### src/rtl/lsu_pkg.sv
// Shared definitions for the MEM-stage load/store unit: RISC-V width codes,
// FSM state encoding and the byte-enable helper.
package lsu_pkg;

    localparam logic [2:0] LB  = 3'b000;
    localparam logic [2:0] LH  = 3'b001;
    localparam logic [2:0] LW  = 3'b010;
    localparam logic [2:0] LD  = 3'b011;
    localparam logic [2:0] LBU = 3'b100;
    localparam logic [2:0] LHU = 3'b101;
    localparam logic [2:0] LWU = 3'b110;
    localparam logic [2:0] SB  = 3'b000;
    localparam logic [2:0] SH  = 3'b001;
    localparam logic [2:0] SW  = 3'b010;
    localparam logic [2:0] SD  = 3'b011;

    typedef enum logic [1:0] {
        IDLE = 2'd0,
        REQ  = 2'd1,
        WAIT = 2'd2,
        DONE = 2'd3
    } lsu_state_e;

    // Access size comes from func3[1:0]; the mask is positioned at the byte offset.
    function automatic logic [7:0] mk_be(input logic [2:0] func3, input logic [2:0] offset);
        logic [7:0] base;
        case (func3[1:0])
            2'b00:   base = 8'h01;
            2'b01:   base = 8'h03;
            2'b10:   base = 8'h0F;
            default: base = 8'hFF;
        endcase
        return base << offset;
    endfunction

endpackage

### src/rtl/stage_mem_lsu_align.sv
// Combinational lane logic: store replication and byte enables, load shift and
// extension, and misaligned/illegal-width detection.
module stage_mem_lsu_align
    import lsu_pkg::*;
#(
    parameter int XLEN = 32
) (
    input  logic [2:0]        func3,
    input  logic              is_store,
    input  logic [2:0]        offset,
    input  logic [XLEN-1:0]   store_data,
    input  logic [2:0]        ld_func3,
    input  logic [2:0]        ld_offset,
    input  logic [XLEN-1:0]   rdata,
    output logic [XLEN/8-1:0] be,
    output logic [XLEN-1:0]   wdata,
    output logic [XLEN-1:0]   load_data,
    output logic              misaligned,
    output logic              illegal
);

    localparam int NBYTES = XLEN / 8;
    localparam bit IS64   = (XLEN == 64);

    logic [7:0]      be_full_s;
    logic [XLEN-1:0] shifted_s;

    assign be_full_s = mk_be(func3, offset);
    assign be        = be_full_s[NBYTES-1:0];
    assign shifted_s = rdata >> {ld_offset, 3'b000};

    // Replicate the store operand across every lane of its size.
    always_comb begin
        wdata = store_data;
        case (func3[1:0])
            2'b00:   wdata = {NBYTES{store_data[7:0]}};
            2'b01:   wdata = {(NBYTES/2){store_data[15:0]}};
            2'b10:   wdata = {(NBYTES/4){store_data[31:0]}};
            default: wdata = store_data;
        endcase
    end

    // Natural alignment check plus width legality for the configured XLEN.
    always_comb begin
        misaligned = 1'b0;
        case (func3[1:0])
            2'b00:   misaligned = 1'b0;
            2'b01:   misaligned = offset[0];
            2'b10:   misaligned = |offset[1:0];
            default: misaligned = |offset;
        endcase
        illegal = 1'b0;
        if (func3 == 3'b111) begin
            illegal = 1'b1;
        end else if (!IS64 && ((func3 == LD) || (func3 == LWU))) begin
            illegal = 1'b1;
        end else if (is_store) begin
            illegal = !((func3 == SB) || (func3 == SH) || (func3 == SW) ||
                        ((func3 == SD) && IS64));
        end else begin
            illegal = 1'b0;
        end
    end

    // Extract the addressed element and sign- or zero-extend it.
    always_comb begin
        load_data = shifted_s;
        case (ld_func3)
            LB:      load_data = XLEN'($signed(shifted_s[7:0]));
            LH:      load_data = XLEN'($signed(shifted_s[15:0]));
            LW:      load_data = XLEN'($signed(shifted_s[31:0]));
            LD:      load_data = shifted_s;
            LBU:     load_data = XLEN'(shifted_s[7:0]);
            LHU:     load_data = XLEN'(shifted_s[15:0]);
            LWU:     load_data = XLEN'(shifted_s[31:0]);
            default: load_data = shifted_s;
        endcase
    end

endmodule

### src/rtl/stage_mem_lsu.sv
// MEM-stage load/store unit: issues one access per instruction over a
// req/gnt/rvalid memory port and stalls the pipeline until it completes.
module stage_mem_lsu
    import lsu_pkg::*;
#(
    parameter int XLEN   = 32,
    parameter int ADDR_W = 32
) (
    input  logic              clk,
    input  logic              rst,
    input  logic              me_valid,
    input  logic              me_mem_read,
    input  logic              me_mem_write,
    input  logic [2:0]        me_func3_code,
    input  logic [ADDR_W-1:0] me_alu_o,
    input  logic [XLEN-1:0]   me_regs_data2,
    input  logic              forward_data,
    input  logic [XLEN-1:0]   w_regs_data,
    output logic [XLEN-1:0]   me_mem_data,
    output logic              me_stall,
    output logic              me_lsu_fault,
    output logic              dmem_req,
    output logic              dmem_we,
    output logic [ADDR_W-1:0] dmem_addr,
    output logic [XLEN/8-1:0] dmem_be,
    output logic [XLEN-1:0]   dmem_wdata,
    input  logic              dmem_gnt,
    input  logic              dmem_rvalid,
    input  logic [XLEN-1:0]   dmem_rdata
);

    localparam int NBYTES = XLEN / 8;

    lsu_state_e        state_r;
    logic              req_r;
    logic              we_r;
    logic [ADDR_W-1:0] addr_r;
    logic [NBYTES-1:0] be_r;
    logic [XLEN-1:0]   wdata_r;
    logic [2:0]        off_r;
    logic [2:0]        func3_r;
    logic [XLEN-1:0]   mem_data_r;

    logic              access_s;
    logic              fault_s;
    logic              misaligned_s;
    logic              illegal_s;
    logic [2:0]        off_s;
    logic [XLEN-1:0]   store_data_s;
    logic [NBYTES-1:0] be_s;
    logic [XLEN-1:0]   wdata_s;
    logic [XLEN-1:0]   load_s;
    logic              stall_s;
    logic              fault_out_s;

    assign access_s     = me_valid & (me_mem_read ^ me_mem_write);
    assign fault_s      = (access_s & (misaligned_s | illegal_s)) |
                          (me_valid & me_mem_read & me_mem_write);
    assign off_s        = me_alu_o[2:0] & 3'(NBYTES - 1);
    assign store_data_s = forward_data ? w_regs_data : me_regs_data2;

    stage_mem_lsu_align #(.XLEN(XLEN)) u_align (
        .func3      (me_func3_code),
        .is_store   (me_mem_write),
        .offset     (off_s),
        .store_data (store_data_s),
        .ld_func3   (func3_r),
        .ld_offset  (off_r),
        .rdata      (dmem_rdata),
        .be         (be_s),
        .wdata      (wdata_s),
        .load_data  (load_s),
        .misaligned (misaligned_s),
        .illegal    (illegal_s)
    );

    // Access sequencer: latch request fields, hold them through the handshake, capture loads.
    always_ff @(posedge clk) begin
        if (rst) begin
            state_r    <= IDLE;
            req_r      <= 1'b0;
            we_r       <= 1'b0;
            addr_r     <= '0;
            be_r       <= '0;
            wdata_r    <= '0;
            off_r      <= 3'd0;
            func3_r    <= 3'd0;
            mem_data_r <= '0;
        end else begin
            case (state_r)
                IDLE: begin
                    if (access_s && !fault_s) begin
                        state_r <= REQ;
                        req_r   <= 1'b1;
                        we_r    <= me_mem_write;
                        addr_r  <= me_alu_o & ~ADDR_W'(NBYTES - 1);
                        be_r    <= be_s;
                        wdata_r <= wdata_s;
                        off_r   <= off_s;
                        func3_r <= me_func3_code;
                    end
                end
                REQ: begin
                    if (dmem_gnt) begin
                        req_r   <= 1'b0;
                        state_r <= we_r ? DONE : WAIT;
                    end
                end
                WAIT: begin
                    if (dmem_rvalid) begin
                        mem_data_r <= load_s;
                        state_r    <= DONE;
                    end
                end
                DONE:    state_r <= IDLE;
                default: state_r <= IDLE;
            endcase
        end
    end

    // Stall must rise in the same cycle an access is accepted, so it is decoded from state.
    always_comb begin
        stall_s     = 1'b0;
        fault_out_s = 1'b0;
        if (rst) begin
            stall_s     = 1'b0;
            fault_out_s = 1'b0;
        end else begin
            case (state_r)
                IDLE: begin
                    stall_s     = access_s & ~fault_s;
                    fault_out_s = fault_s;
                end
                REQ:     stall_s = 1'b1;
                WAIT:    stall_s = 1'b1;
                DONE:    stall_s = 1'b0;
                default: stall_s = 1'b0;
            endcase
        end
    end

    assign me_stall     = stall_s;
    assign me_lsu_fault = fault_out_s;
    assign me_mem_data  = mem_data_r;
    assign dmem_req     = req_r;
    assign dmem_we      = we_r;
    assign dmem_addr    = addr_r;
    assign dmem_be      = be_r;
    assign dmem_wdata   = wdata_r;

endmodule

### config.mk
export PLATFORM = sky130hd
export DESIGN_NAME = stage_mem_lsu
export DESIGN_NICKNAME = d
export VERILOG_FILES = /design/src/rtl/lsu_pkg.sv /design/src/rtl/stage_mem_lsu_align.sv /design/src/rtl/stage_mem_lsu.sv
export SDC_FILE = /design/constraint.sdc
export NUM_CORES = 1
export LEC_CHECK = 0
export ABC_AREA = 1
export CAP_MARGIN = 0
export CORE_MARGIN = 3
export CORE_UTILIZATION = 32
export CTS_BUF_LIST = sky130_fd_sc_hd__clkbuf_8
export DETAILED_ROUTE_END_ITERATION = 8
export GPL_TIMING_DRIVEN = 0
export MAX_ROUTING_LAYER = met4
export PLACE_DENSITY = 0.64
export SLEW_MARGIN = 20
export SYNTH_ARGS = -nofsm -noshare
export SYNTH_HDL_FRONTEND = slang
export SYNTH_HIERARCHICAL = 1
export SYNTH_SLANG_ARGS = --single-unit
export TNS_END_PERCENT = 100
### constraint.sdc
create_clock -name clk -period 1.9 [get_ports clk]
set_input_delay 0.38 -clock clk [delete_from_list [all_inputs] [get_ports clk]]
set_output_delay 0.38 -clock clk [all_outputs]
set_load 0.01 [all_outputs]
After elaboration in Yosys (flattened, before gate mapping). Index checks and enable logic that the tools add are counted.

Flip-flop bits (word level): 107. Bits in latches: 0. Memory bits (writable): 0. Bits in read-only memories: 0. Input bits: 139. Output and inout port bits: 104. Word-level logic and storage cells: 73. Memories kept: 0.

Add/sub/neg operators: 0. Multiply operators: 0. Div/mod/pow operators: 0. $lt $le $gt $ge: 0. Eq/ne operators: 16. Shift-type cells: 2. Muxes and demuxes: 20. Bitwise logic cells: 9. Reductions and logical operators: 17.

Operators with widths (count): $pmux 32 s4 (1); $pmux 32 s2 (1); $mux 32 (1); $shr 32x5->32 (1); $pmux 8 s3 (1); $eq 3x3->1 const B (4); $mux 1 (9); $pmux 2 s4 (1); $shl 8x2->4 (1); $eq 2x2->1 const B (3); $eq 3x1->1 const B (2); $eq 3x2->1 const B (2); $logic_not 3->1 (2); $mux 2 (3); $ne 2x2->1 const B (3); $reduce_and 3->1 (2); $and 1x1->1 (5); $eq 2x1->1 const B (2); $logic_not 2->1 (2); $pmux 1 s2 (2); $reduce_and 2->1 (2); $reduce_or 2->1 (2); $logic_or 1x1->1 (3); $pmux 1 s3 (1); 6 further kinds (8).

Logic depth before layout (Yosys ltp). Gate-level depths: netlist of the first run.

Depth after elaboration: 14. Mapped depth: 13.

Hierarchy. The synthesis of the first run kept the hierarchy.

By module, submodules not included: stage_mem_lsu (times used 1, cells each 544, area each 4389.2 sq um, seq. area each 2142.1 sq um); stage_mem_lsu_align (times used 1, cells each 270, area each 1221.2 sq um, seq. area each 0.0 sq um).

Least setup slack after synthesis of the first run. Ideal clock, no wire load.

Path type: input to output. Start point: input port me_func3_code[1]. End point: output port me_stall. Arrival: 1427 ps. Required time: 1520 ps. Setup slack: 93 ps. Stages on the path: 11. Path buffers: 1. Path through: clkbuf_1 -> nand2_1 -> nor2_1 -> a21oi_1 -> nor2_1 -> nand2_1 -> inv_1 -> nand2_1 -> nand2_1 -> o21ai_0 -> nor2_1.

Elaborated cells between the ends (all ways): 23. Those cells by class: eq/ne: 6; mux: 6; bitwise: 5; reduce/logical: 6.

RTL lines: from (decl) (line stage_mem_lsu.sv:14) `input logic [2:0] me_func3_code,`; $eq 2x1->1 or $logic_not 2->1 (tied branches) (line stage_mem_lsu_align.sv:46) `case (func3[1:0])`; $pmux 1 s2 * (line stage_mem_lsu_align.sv:46); named net misaligned_s (line stage_mem_lsu.sv:46) `logic misaligned_s;`; $or 1x1->1 * (line stage_mem_lsu.sv:57) `assign fault_s = (access_s & (misaligned_s | illegal_s)) |`; $and 1x1->1 * (line stage_mem_lsu.sv:57); $or 1x1->1 * (line stage_mem_lsu.sv:57); $not 1->1 * (line stage_mem_lsu.sv:131) `stall_s = access_s & ~fault_s;`; $and 1x1->1 * (line stage_mem_lsu.sv:131); $pmux 1 s3 * (line stage_mem_lsu.sv:129) `case (state_r)`; $mux 1 * (line stage_mem_lsu.sv:125) `if (rst) begin`; to (decl) (line stage_mem_lsu.sv:20) `output logic me_stall,`.

Mark *: on every way through the listed nets, which the timed path passes. The rest lies on a longest branch.

Final worst setup path of the first run.
Start point: input port me_mem_read. End point: output port me_stall.

Cells in the longest elaborated chain, start to end: 8. Elaborated cells between the ends (all ways): 10. Those cells by class: mux: 2; bitwise: 8.

Ends and longest elaborated chain: from (decl) (line stage_mem_lsu.sv:12) `input logic me_mem_read,`; $xor 1x1->1 (line stage_mem_lsu.sv:56) `assign access_s = me_valid & (me_mem_read ^ me_mem_write);`; $and 1x1->1 (line stage_mem_lsu.sv:56); $and 1x1->1 (line stage_mem_lsu.sv:57); $or 1x1->1 (line stage_mem_lsu.sv:57); $not 1->1 (line stage_mem_lsu.sv:131); $and 1x1->1 * (line stage_mem_lsu.sv:131); $pmux 1 s3 * (line stage_mem_lsu.sv:129); $mux 1 * (line stage_mem_lsu.sv:125).

Mark *: on every way between the ends. The rest lies on a longest branch, timed or not.

==> flow_summary.ini, run 1 <==
[timing]
setup_viol = 0
slew_headroom_pct = 54.21
period_needed_ns = 1.844
post-route-period-util_pct = 97.07
worst_hold_slack_ns = 0.2606
worstMarginPinSlew_ns = 0.6868
finClkSkew_ns = 0.01434
fmax_mhz = 542.2
maxSlewViolCount = 0
rsz0062_at_grt = true
hold_viol_final = 0

[route]
drt-initial-drc-count = 383
routed_via_density = 4.897
wl_mm = 21.43
drc = 0
final_antenna_net_count = 0
drtPass1Iterations = 5
wl_per_cell_um = 16.30
via_count = 6439

[worst_setup_path]
cpPeakStageDelay_ns = 0.47
crit_chain = clkdlybuf4s50_1 > nor2_1 > nor2_2 > nand2_2 > nand2_2 > o21ai_2 > nor2_1 > buf_2
rr_startpoint = off_r[0]
crit_arrival_ns = 1.46
crit_path_start = me_mem_read
r2r_end = me_mem_data[17]
cp_max_fo = 2
slowest_stage = clkdlybuf4s50_1
cp_top_family = buffers and inverters
endpoint_kind = output port
critPathKind = in -> out
path_buf_inv = 2
worstPathRequired_ns = 1.52
r2r_cells = 10
r2r_slack_ns = 0.15
worstSetupStartpointType = primary input

[yosys]
avgSynthCellArea_um2 = 6.892
synthCells = 814
ys_types = 25
ys_seq_area_share_pct = 38.18
ys_seq_elements = 107
synth_top_area_cell = dfxtp_1
netlist_area_um2 = 5610
yosys-top-cells-area = dfxtp_1 38%, nand2_1 14%, nand3_1 9.5%
yosysWarnings = 6
netlist.area_leader.share_pct = 38.18

[die]
start_util_pct = 33.24
ioPinCount = 243
core_um2 = 16880
num_rows = 47
die_h_um = 138.4
die_area_um2 = 19160
dieWidth_um = 138.4

[global_route]
grt_antenna_before_repair = 2
grt_overflow_total = 0
grt_pass1_vias = 6272
grt_pass1_wl_mm = 32.97
grtUsageTotal_pct = 22.12
grt_max_degree = 21

[min_path]
holdPathStages = 3
hold_start = me_alu_o[0]
hold_path_end = off_r[0]
hold_class = in -> reg

[clock_tree]
clk_pin_slew_ns = 0.11
cts_hold_buffers = 0
clkLatencyLatePin_ns = 0.41
cts_tree = done
htreeDepth = 3
cts.sinks = 107
numCtsBuffers = 9
clock_tree.buffer_depth = 2
cts_root_buffer = clkbuf_8

[pwr]
pwr_density_cell_nw_per_um2 = 793.9
p_leak_nw = 3.407
power_w = 0.006925
ir_drop_uv = 453.2

[finish]
area_delta_synth_final_pct = 55.46
nets = 1231
drive_gt1_share_pct = 13.54
post-route-util_pct = 51.68
stdcell_area_um2 = 8722

[run]
drv_cap = 0

[placement]
io_buffers = 239
place_hpwl_mm = 16.39
place.gp.congestion = 0.9290
place_area_um2 = 8300

[run_status]
status = finished clean
## cells in the final DEF (no fill, tap or decap), types with 3 or more instances in the layout
cell,n
nand2_1,203
clkbuf_1,22
buf_6,15
nand3_1,105
o21ai_0,57
dfxtp_1,105
ha_1,3
nand2_2,9
buf_4,33
clkbuf_8,9
inv_1,25
o211ai_1,11
buf_2,17
clkbuf_2,3
mux2_2,30
nor2_2,3
nor2_4,3
clkdlybuf4s50_1,231
inv_8,4
conb_1,7
inv_2,6
nor2_1,91
a21oi_1,77
## worst min-delay path, stage by stage
cell and delay [ns]:
buf_12 0.11, nand3_1 0.07, a21oi_1 0.06
## through the flow
| stage | std cells | setup WS [ns] | TNS, ns |
|---|---|---|---|
| 2_1_floorplan | 820 | 0.09347 | 0 |
| 3_3_place_gp | 1279 | -1.269 | -57.98 |
| 3_5_place_dp | 1279 | -1.267 | -58.81 |
| 4_1_cts | 1308 | -0.09417 | -0.1248 |
| 5_1_grt | 1315 | -0.05527 | -0.05527 |
| 6_report | 1315 | 0.05564 | 0 |
## kinds of logic after synthesis
logic type	Yosys count	synth area share (%)
simple gates	419	31.02
compound gates	149	13.78
mux	32	6.423
other cells	1	0.06684
buf+inv	102	9.634
fa+ha+maj	4	0.8921
flops	107	38.18
## layer usage
layer  global-route usage, %  vias to the layer above  share of wire [%]
met5                       -                        -                  0
met4                   7.176                        0                2.5
met3                   7.769                       41                9.7
met2                   34.56                      281                 45
met1                   26.78                     2910                 43
li1                        -                     3207                  -
## registers in the layout, summed over array words and instances, names as in the netlist
| signal | flops |
|---|---|
| dmem_wdata | 32 |
| func3_r | 3 |
| off_r | 2 |
| dmem_we | 1 |
| dmem_addr | 30 |
| dmem_be | 4 |
| me_mem_data | 32 |
| state_r | 2 |
| dmem_req | 1 |
## repair_timing
item / 4_1_cts / 5_1_grt
pin swaps: 2 / 12
gates resized for setup: 48 / 37
buffers inserted: 13 / 7
endpoints found under the setup margin: 77 / 11
## power by group
| group | switching, W | internal [W] | total, W |
|---|---|---|---|
| Combinational | 0.00156 | 0.00137 | 0.00293 |
| Sequential | 0.000115 | 0.00245 | 0.00257 |
| Clock | 0.000908 | 0.000517 | 0.00142 |
| Total | 0.00258 | 0.00434 | 0.00692 |
## worst max-delay path by stage
stage	slack [ns]	depth (start not counted)	endpoint
floorplan	0.09	11	me_stall
global placement	-1.27	13	me_stall
detailed placement	-1.27	13	me_stall
CTS	-0.09	8	me_stall
global route	-0.06	13	me_stall
finish	0.06	8	me_stall
## cell usage after synthesis
cell / count
ha_1: 4
o211ai_1: 11
nand3_1: 106
nor2_1: 94
buf_4: 14
conb_1: 1
a21oi_1: 77
buf_2: 18
or2_2: 2
clkbuf_1: 26
nor3_1: 1
clkinv_1: 1
nor3_2: 1
nand2_1: 208
nand2_2: 4
dfxtp_1: 107
nor2_4: 1
nor2_2: 2
mux2_1: 2
o21ai_1: 1
inv_1: 29
inv_2: 3
o21ai_0: 60
mux2_2: 30
buf_6: 11
## final cells by class
class,count,area [um2]
antenna,2,5.005
buffer,67,430.4
clock buffer,9,123.9
clock inverter,7,67.56
fill,1714,8155
inverter,33,126.4
multi-input combinational,611,3005
sequential,107,2145
tap,220,275.3
timing repair buffer,259,2544
No activity file was read; power rests on OpenSTA's default activity.
==> run 2: changes to the inputs <==
CTS_BUF_LIST = sky130_fd_sc_hd__clkbuf_2   (was sky130_fd_sc_hd__clkbuf_8)
PLACE_DENSITY = default   (was 0.64)
==> run 2 against run 1 <==
  * The flow now finishes with violations (negative setup slack)
  * Combinational power down 6.8%
  * Worst hold slack worse by 0.21 ns
  * Final cell count is 0.76% lower
  * Sequential power about the same
  * Register-to-register slack better by 0.02 ns
  * Die area did not move
  * Sequential share of layout area up 1.8 points
  * Worst setup slack got worse by 0.25 ns
  * Non-clock buffer count fell by 9
  * Clock-buffer cell count stayed put
  * Wire length shrank 1.2%
  * Critical endpoint unchanged
==> flow_summary.ini, run 2 (same netlist as run 1, synthesis figures left out) <==
[worst_setup_path]
critPathKind = in -> out
r2r_cells = 10
crit_chain = buf_2 > buf_8 > nand2_1 > nor2_1 > a21oi_1 > nor2_1 > nand2_1 > inv_1 > nand2_1 > nand2_4 > o21ai_2 > nor2_1 > buf_2
cp_top_family = simple AND/OR/NAND/NOR gates
path_depth = 13
endpoint_kind = output port
path_buf_inv = 4
cpPeakStageDelay_ns = 0.18
worstSetupStartpointType = primary input
crit_arrival_ns = 1.71
worstPathRequired_ns = 1.52
slowest_stage = buf_2
cp_max_fo = 10

[finish]
stdcell_area_um2 = 8507
final_common_cell = nand2_1
area_delta_synth_final_pct = 51.63
nets = 1222
drive_gt1_share_pct = 19.67
fillers = 1729
final_cell_mix = 206 x nand2_1, 132 x clkdlybuf4s50_1, 106 x nand3_1

[global_route]
grt_overflow_total = 0
grtUsageTotal_pct = 22.16
grt_pass1_vias = 6112
grt_pass1_wl_mm = 33.17
grt_max_degree = 18
grt_antenna_before_repair = 2

[run_status]
status = complete, but fails checks
violations = negative setup slack

[timing]
finClkSkew_ns = 0.02479
worstMarginPinSlew_ns = 0.6372
maxSlewViolCount = 0
period_needed_ns = 2.091
setup_viol = 2
post-route-period-util_pct = 110.1
fmax_mhz = 478.2
rsz0062_at_grt = true
setup_slack_ns = -0.1912
slew_headroom_pct = 57.52
hold_viol_final = 0

[clock_tree]
cts_tree = done
clk_pin_slew_ns = 0.29
clkLatencyLatePin_ns = 0.61
htreeDepth = 3
cts_root_buffer = clkbuf_2
clock_tree.buffer_depth = 2
numCtsBuffers = 9
cts_hold_buffers = 0
cts.sinks = 107

[route]
dr.max_layer_used = met4
drtPass1Iterations = 5
met2WireLength_mm = 9.585
wl_met1_mm = 9.321
via_count = 6309
wl_mm = 21.16
met3_wirelength_mm = 1.862
final_antenna_net_count = 0
drc = 0
routed_via_density = 4.834
wl_per_cell_um = 16.22
drt-initial-drc-count = 403

[placement]
io_buffers = 239
place_area_um2 = 8300
place.gp.congestion = 0.8764
place_hpwl_mm = 16.41

[die]
num_rows = 47
die_area_um2 = 19160
ioPinCount = 243
dieWidth_um = 138.4
start_util_pct = 33.24
die_h_um = 138.4
core_um2 = 16880

[pwr]
p_switching_w = 0.002426
pwr_density_cell_nw_per_um2 = 754.9
comb_power_share_pct = 42.6
power_w = 0.006422
ir_drop_uv = 366.5
seqPwrFrac_pct = 40.4
p_clk_share_pct = 17.1
p_leak_nw = 3.852
p_int_w = 0.003996
switching_share_pct = 37.78

[min_path]
hold_class = in -> reg
holdPathStages = 3

[run]
drv_cap = 0
-- run 2: cell types whose count changed in the layout (fill, tap and decap cells not counted), sizes merged --
cell | previous run | this run
clkinv | 4 | 5
buf | 69 | 57
bufinv | 0 | 1
clkbuf | 34 | 36
inv | 36 | 33
clkdlybuf4s50 | 231 | 132
dlymetal6s2s | 0 | 1
dlygate4sd2 | 1 | 100
-- run 2: power groups by stage --
stage | clock network (W) | registers (W) | logic [W]
after detailed placement | 0 | 0.00261 | 0.00252
after floorplan | 0 | 0.00268 | 0.00130
after global routing | 0.00123 | 0.00263 | 0.00303
after CTS | 0.00114 | 0.00259 | 0.00273
after global placement | 0 | 0.00260 | 0.00252
final | 0.00110 | 0.00259 | 0.00273
-- run 2: metrics by stage --
stage          utilization, %  hold WS [ns]  TNS (ns)  worst slack, ns  std cells
2_1_floorplan               -        0.4368         0          0.09347        820
3_3_place_gp            49.18        0.4471    -64.64           -1.353       1279
3_5_place_dp            49.18        0.4533    -66.27           -1.363       1279
4_1_cts                 50.35        0.1654   -0.7874          -0.4112       1303
5_1_grt                 50.40      0.004782   -0.6335          -0.3137       1305
6_report                50.40       0.04615   -0.3515          -0.1912       1305
-- run 2: cell type report --
cell class	count	area (um2)	share of cell area [%]
Antenna cell	2	5.005	0.05883
Buffer	67	436.7	5.133
Clock buffer	9	45.04	0.5295
Clock inverter	6	66.31	0.7795
Inverter	33	126.4	1.486
Multi-Input combinational cell	611	2984	35.08
Sequential cell	107	2242	26.36
Tap cell	220	275.3	3.236
Timing Repair Buffer	250	2326	27.34
-- run 2: layer usage --
layer,track usage [%],up-vias
li1,-,3205
met1,27.62,2803
met2,35.15,273
met3,6.319,28
met4,6.396,0
met5,-,-
-- run 2: path summary, 6_finish.rpt --
kind,startpoint,endpoint,slack (ns)
worst min-delay path,me_alu_o[0],off_r[0],0.05
worst min register to register,dmem_addr[4],dmem_addr[4],0.48
worst max-delay path,me_func3_code[1],me_stall,-0.19
worst max register to register,state_r[0],me_mem_data[21],0.17
-- run 2: worst register-to-register path, delay by kind of cell (launching register included) --
kind	cells	cell delay, ns
fa+ha+maj	1	0.21
buf+inv	6	0.72
flops	1	0.41
simple gates	3	0.31
-- run 2: repair_timing --
action / 4_1_cts / 5_1_grt
pin swaps: 2 / 6
gates resized for setup: 213 / 33
setup buffers: 9 / 2
endpoints found under the setup margin: 174 / 32
==> variant 1, RTL diff (config.mk and constraints of run 2) <==
Encoding of `lsu_state_e`: now one-hot (4 bits for 4 states).
--- a/src/rtl/lsu_pkg.sv
+++ b/src/rtl/lsu_pkg.sv
@@ -15,9 +15,9 @@
     localparam logic [2:0] SD  = 3'b011;
 
-    typedef enum logic [1:0] {
-        IDLE = 2'd0,
-        REQ  = 2'd1,
-        WAIT = 2'd2,
-        DONE = 2'd3
+    typedef enum logic [3:0] {
+        IDLE = 4'b0001,
+        REQ  = 4'b0010,
+        WAIT = 4'b0100,
+        DONE = 4'b1000
     } lsu_state_e;
 
Check against the original RTL: same outputs for any inputs over 4 cycles, from zero or initial values and one cycle with rst high; so few cycles prove little.
==> variant 1 against run 2 <==
The run still ends with negative setup slack left; synthesized cell count down 0.49%; wire length down 7.6%; synthesized area down 1.1%; sequential cell count up 2; final area down 0.76%; critical endpoint unchanged; worst setup slack worse by 0.069 ns; via count down 4.0%.
Power is not compared: it rests on default switching activity, and its combinational part moved more than twofold at a synthesized area within 25%.
==> variant 1: results (changes against run 2) <==
Number of instances in the placed design -> 1275 (was 1279)
Sequential share of the synthesized area -> 39.3% (was 38.2%)
Failing checks -> negative setup slack (unchanged)
Initial drt markers -> 338 (was 403)
# setup viols final -> 2 (unchanged)
Vias in the first global route -> 5812 (was 6112)
Sum Neg Setup Slack -> -0.355 ns (was -0.351 ns)
Layout Nets -> 1216 (was 1222)
Drt via density -> 4.65 (was 4.83)
Estimated wirelength of the detail-placed design -> 15300 µm (was 16400 µm)
Register-to-register setup slack -> 0.19 ns (was 0.17 ns)
Met2 Resource Use GR -> 35.5% (was 35.1%)
Met1 Use GR -> 24.4% (was 27.6%)
First-pass GRT wire length -> 29800 µm (was 33200 µm)
Clock skew -> 0.0451 ns (was 0.0248 ns)
Worst EP arrival -> 1.78 ns (was 1.71 ns)
Vias -> 6059 (was 6309)
Cell count after synthesis -> 810 (was 814)
Global-route total usage across every layer -> 21.0% (was 22.2%)
Hold Crit Class -> input port to register (unchanged)
Global Route met3 Usage -> 5.04% (was 6.32%)
Largest net degree at the start of global routing -> 20 (was 18)
WHS -> 0.0275 ns (was 0.0461 ns)
Largest cells by area after synthesis -> dfxtp_1 39%, nor2_1 16%, nand2_1 8.7% (was dfxtp_1 38%, nand2_1 14%, nand3_1 9.5%)
Outcome -> complete, but fails checks (unchanged)
Critical path peak fanout -> 3 (was 10)
Area after DPL -> 8250 µm² (was 8300 µm²)
DR WL/cell -> 15.0 µm (was 16.2 µm)
Clock transition at path regs -> 0.34 ns (was 0.29 ns)
Setup WS post-layout -> -0.260 ns (was -0.191 ns)
Slew at the pin closest to its max-slew limit -> 0.748 ns (was 0.637 ns)
Post-synth top cells -> 235 x nor2_1, 129 x nand2_1, 109 x dfxtp_1, 83 x o21ai_0, 51 x o21ai_1 (was 208 x nand2_1, 107 x dfxtp_1, 106 x nand3_1, 94 x nor2_1, 77 x a21oi_1)
Share of cells above drive strength 1 -> 19.9% (was 19.7%)
==> variant 1: per-layer routing <==
metal	vias up	share of wire, %
met5	-	0
met4	0	1.8
met3	24	7.5
met2	219	49
met1	2690	42
li1	3126	-
==> variant 1: cell type report <==
cell class | instances | area, µm²
Inverter | 40 | 159
Fill cell | 1789 | 8320
Clock buffer | 9 | 45.0
Multi-Input combinational cell | 607 | 2890
Antenna cell | 2 | 5.00
Sequential cell | 109 | 2280
Tap cell | 220 | 275
Clock inverter | 7 | 57.6
Timing Repair Buffer | 251 | 2340
Buffer | 59 | 390
==> variant 1: what timing repair did <==
action,4_1_cts,5_1_grt
pin swaps,6,1
gates resized for setup,218,1
gates cloned,0,0
hold buffers,0,0
buffers inserted,12,0
setup endpoints to repair,167,2
==> variant 1: cell families (layout without fill, tap and decap cells) <==
family                 count (synthesis)  count (layout)  share of synthesized area [%]
buffers and inverters                100             366                           9.81
AND/OR/NAND/NOR                      415             415                           30.0
flip-flops                           109             109                           39.3
multiplexers                          32              32                           6.50
AO/OA/AOI/OAI                        153             153                           14.3
other                                  1               9                         0.0676
==> variant 1: critical path, cell delays in order <==
cell and delay, ns:
clkdlybuf4s50_1 0.42, o21ai_0 0.08, nand2_1 0.08, nor2_2 0.14, nand2_1 0.08, inv_2 0.07
nand2_2 0.08, inv_4 0.09, nand2_8 0.06, a31oi_4 0.19, buf_6 0.13
==> variant 1: worst paths after layout <==
check | depth (start not counted) | start | endpoint
max | 11 | me_func3_code[2] | me_stall
min reg2reg | 2 | dmem_req$_SDFFE_PP0P_ | dmem_req$_SDFFE_PP0P_
max reg2reg | 10 | state_r[0]$_SDFFE_PP1P_ | dmem_wdata[28]$_SDFFE_PP0P_
min | 3 | me_alu_o[1] | off_r[1]$_SDFFE_PP0P_
==> variant 2, RTL diff (settings of run 2) <==
Without the edit above. The parameter `ADDR_W` goes from 32 to 16.
--- a/src/rtl/stage_mem_lsu.sv
+++ b/src/rtl/stage_mem_lsu.sv
@@ -5,5 +5,5 @@
 #(
     parameter int XLEN   = 32,
-    parameter int ADDR_W = 32
+    parameter int ADDR_W = 16
 ) (
     input  logic              clk,
Ports: changed (resized dmem_addr and me_alu_o); port bits go from 243 to 211. No check against the original RTL was run, so the function may have changed too.
==> variant 2 against run 2 <==
The flow still finishes with violations (negative setup slack); worst setup slack better by 0.12 ns; utilization hardly changed; sequential cell count is 16 lower; wire length is 15% lower; final area is 13% lower; worst hold slack better by 0.044 ns; combinational power is 26% lower; synthesized area is 12% lower; critical path depth is 2 lower; total power is 19% lower; largest cell class unchanged.
==> variant 2: results (changes against run 2) <==
Outcome -> complete, but fails checks (unchanged)
Failing checks -> negative setup slack (unchanged)
Estimated wirelength of the detail-placed design -> 14200 µm (was 16400 µm)
# setup viols final -> 1 (was 2)
Combinational share of power -> 38.7% (was 42.6%)
Slew at the pin closest to its max-slew limit -> 0.644 ns (was 0.637 ns)
WHS -> 0.0904 ns (was 0.0461 ns)
Hold Path End -> func3_r[1]$_SDFFE_PP0P_ (was off_r[0]$_SDFFE_PP0P_)
CP max stage delay -> 0.41 ns (was 0.18 ns)
Critical path peak fanout -> 3 (was 10)
I/O Buffers -> 207 (was 239)
Hold_sp -> me_func3_code[1] (was me_alu_o[0])
Clock transition at path regs -> 0.25 ns (was 0.29 ns)
DRT Wirelength -> 17900 µm (was 21200 µm)
Layout Nets -> 1097 (was 1222)
Net Switching -> 1.81 mW (was 2.43 mW)
Global-route total usage across every layer -> 21.9% (was 22.2%)
Largest cells by area after synthesis -> dfxtp_1 37%, nand2_1 19%, nor2_1 7.2% (was dfxtp_1 38%, nand2_1 14%, nand3_1 9.5%)
Initial antenna violation count -> 0 (was 2)
Sequential share of the synthesized area -> 37.1% (was 38.2%)
Worst IR drop on VDD -> 0.000462 V (was 0.000366 V)
Cell variety after synth -> 28 (was 25)
Initial drt markers -> 427 (was 403)
Setup WS post-layout -> -0.0703 ns (was -0.191 ns)
Post-synth top cells -> 246 x nand2_1, 94 x nor2_1, 91 x dfxtp_1, 61 x a21oi_1, 61 x o21ai_0 (was 208 x nand2_1, 107 x dfxtp_1, 106 x nand3_1, 94 x nor2_1, 77 x a21oi_1)
Register-to-register setup slack -> 0.14 ns (was 0.17 ns)
variant 2: changes by cell type after synthesis, sizes merged:
cell    change
nand2      +37
inv         +1
clkbuf      -3
buf        -11
o21ai       +1
dfxtp      -16
o31ai       +1
nand3      -73
a21oi      -16
variant 2: critical path, delay by kind of cell:
family / cells / cell delay (ns)
AO/OA/AOI/OAI: 2 / 0.12
buffers and inverters: 3 / 0.62
AND/OR/NAND/NOR: 6 / 0.47
variant 2: metal layers:
metal  GRT usage (%)  up-vias  wire length (µm)
met4            4.22        0               213
met1            26.9     2451              8010
met2            35.4      209              8240
li1                -     2810                 -
met3            7.33       17              1470
met5               -        -                 0
variant 2: cells by family after synthesis:
family / after synthesis / share of synthesized area (%)
buf+inv: 89 / 9.32
flops: 91 / 37.1
mux: 32 / 7.33
compound gates: 135 / 14.4
other cells: 1 / 0.0763
simple gates: 383 / 30.8
fa+ha+maj: 4 / 1.02
variant 2: through the flow:
step / cells / utilization, %
6_report: 1157 / 50.4
5_1_grt: 1157 / 50.4
4_1_cts: 1154 / 50.1
3_5_place_dp: 1132 / 49.1
3_3_place_gp: 1132 / 49.1
2_1_floorplan: 741 / -
variant 2: repair_timing:
action / in CTS / in global routing
pin swaps: 5 / 3
endpoints found under the setup margin: 142 / 30
buffers inserted: 8 / 3
endpoints found under the hold margin: 0 / 0
resized for setup: 184 / 17
variant 2: cell type report:
type	instances	area (µm²)	share of cell area [%]
plain buffers	55	349	4.69
clock buffers	9	45.0	0.606
clock inverters	5	56.3	0.757
inverters	34	136	1.83
multi-input cells	561	2690	36.2
flip-flops and latches	91	1900	25.5
well taps	184	230	3.10
repair buffers	218	2030	27.3
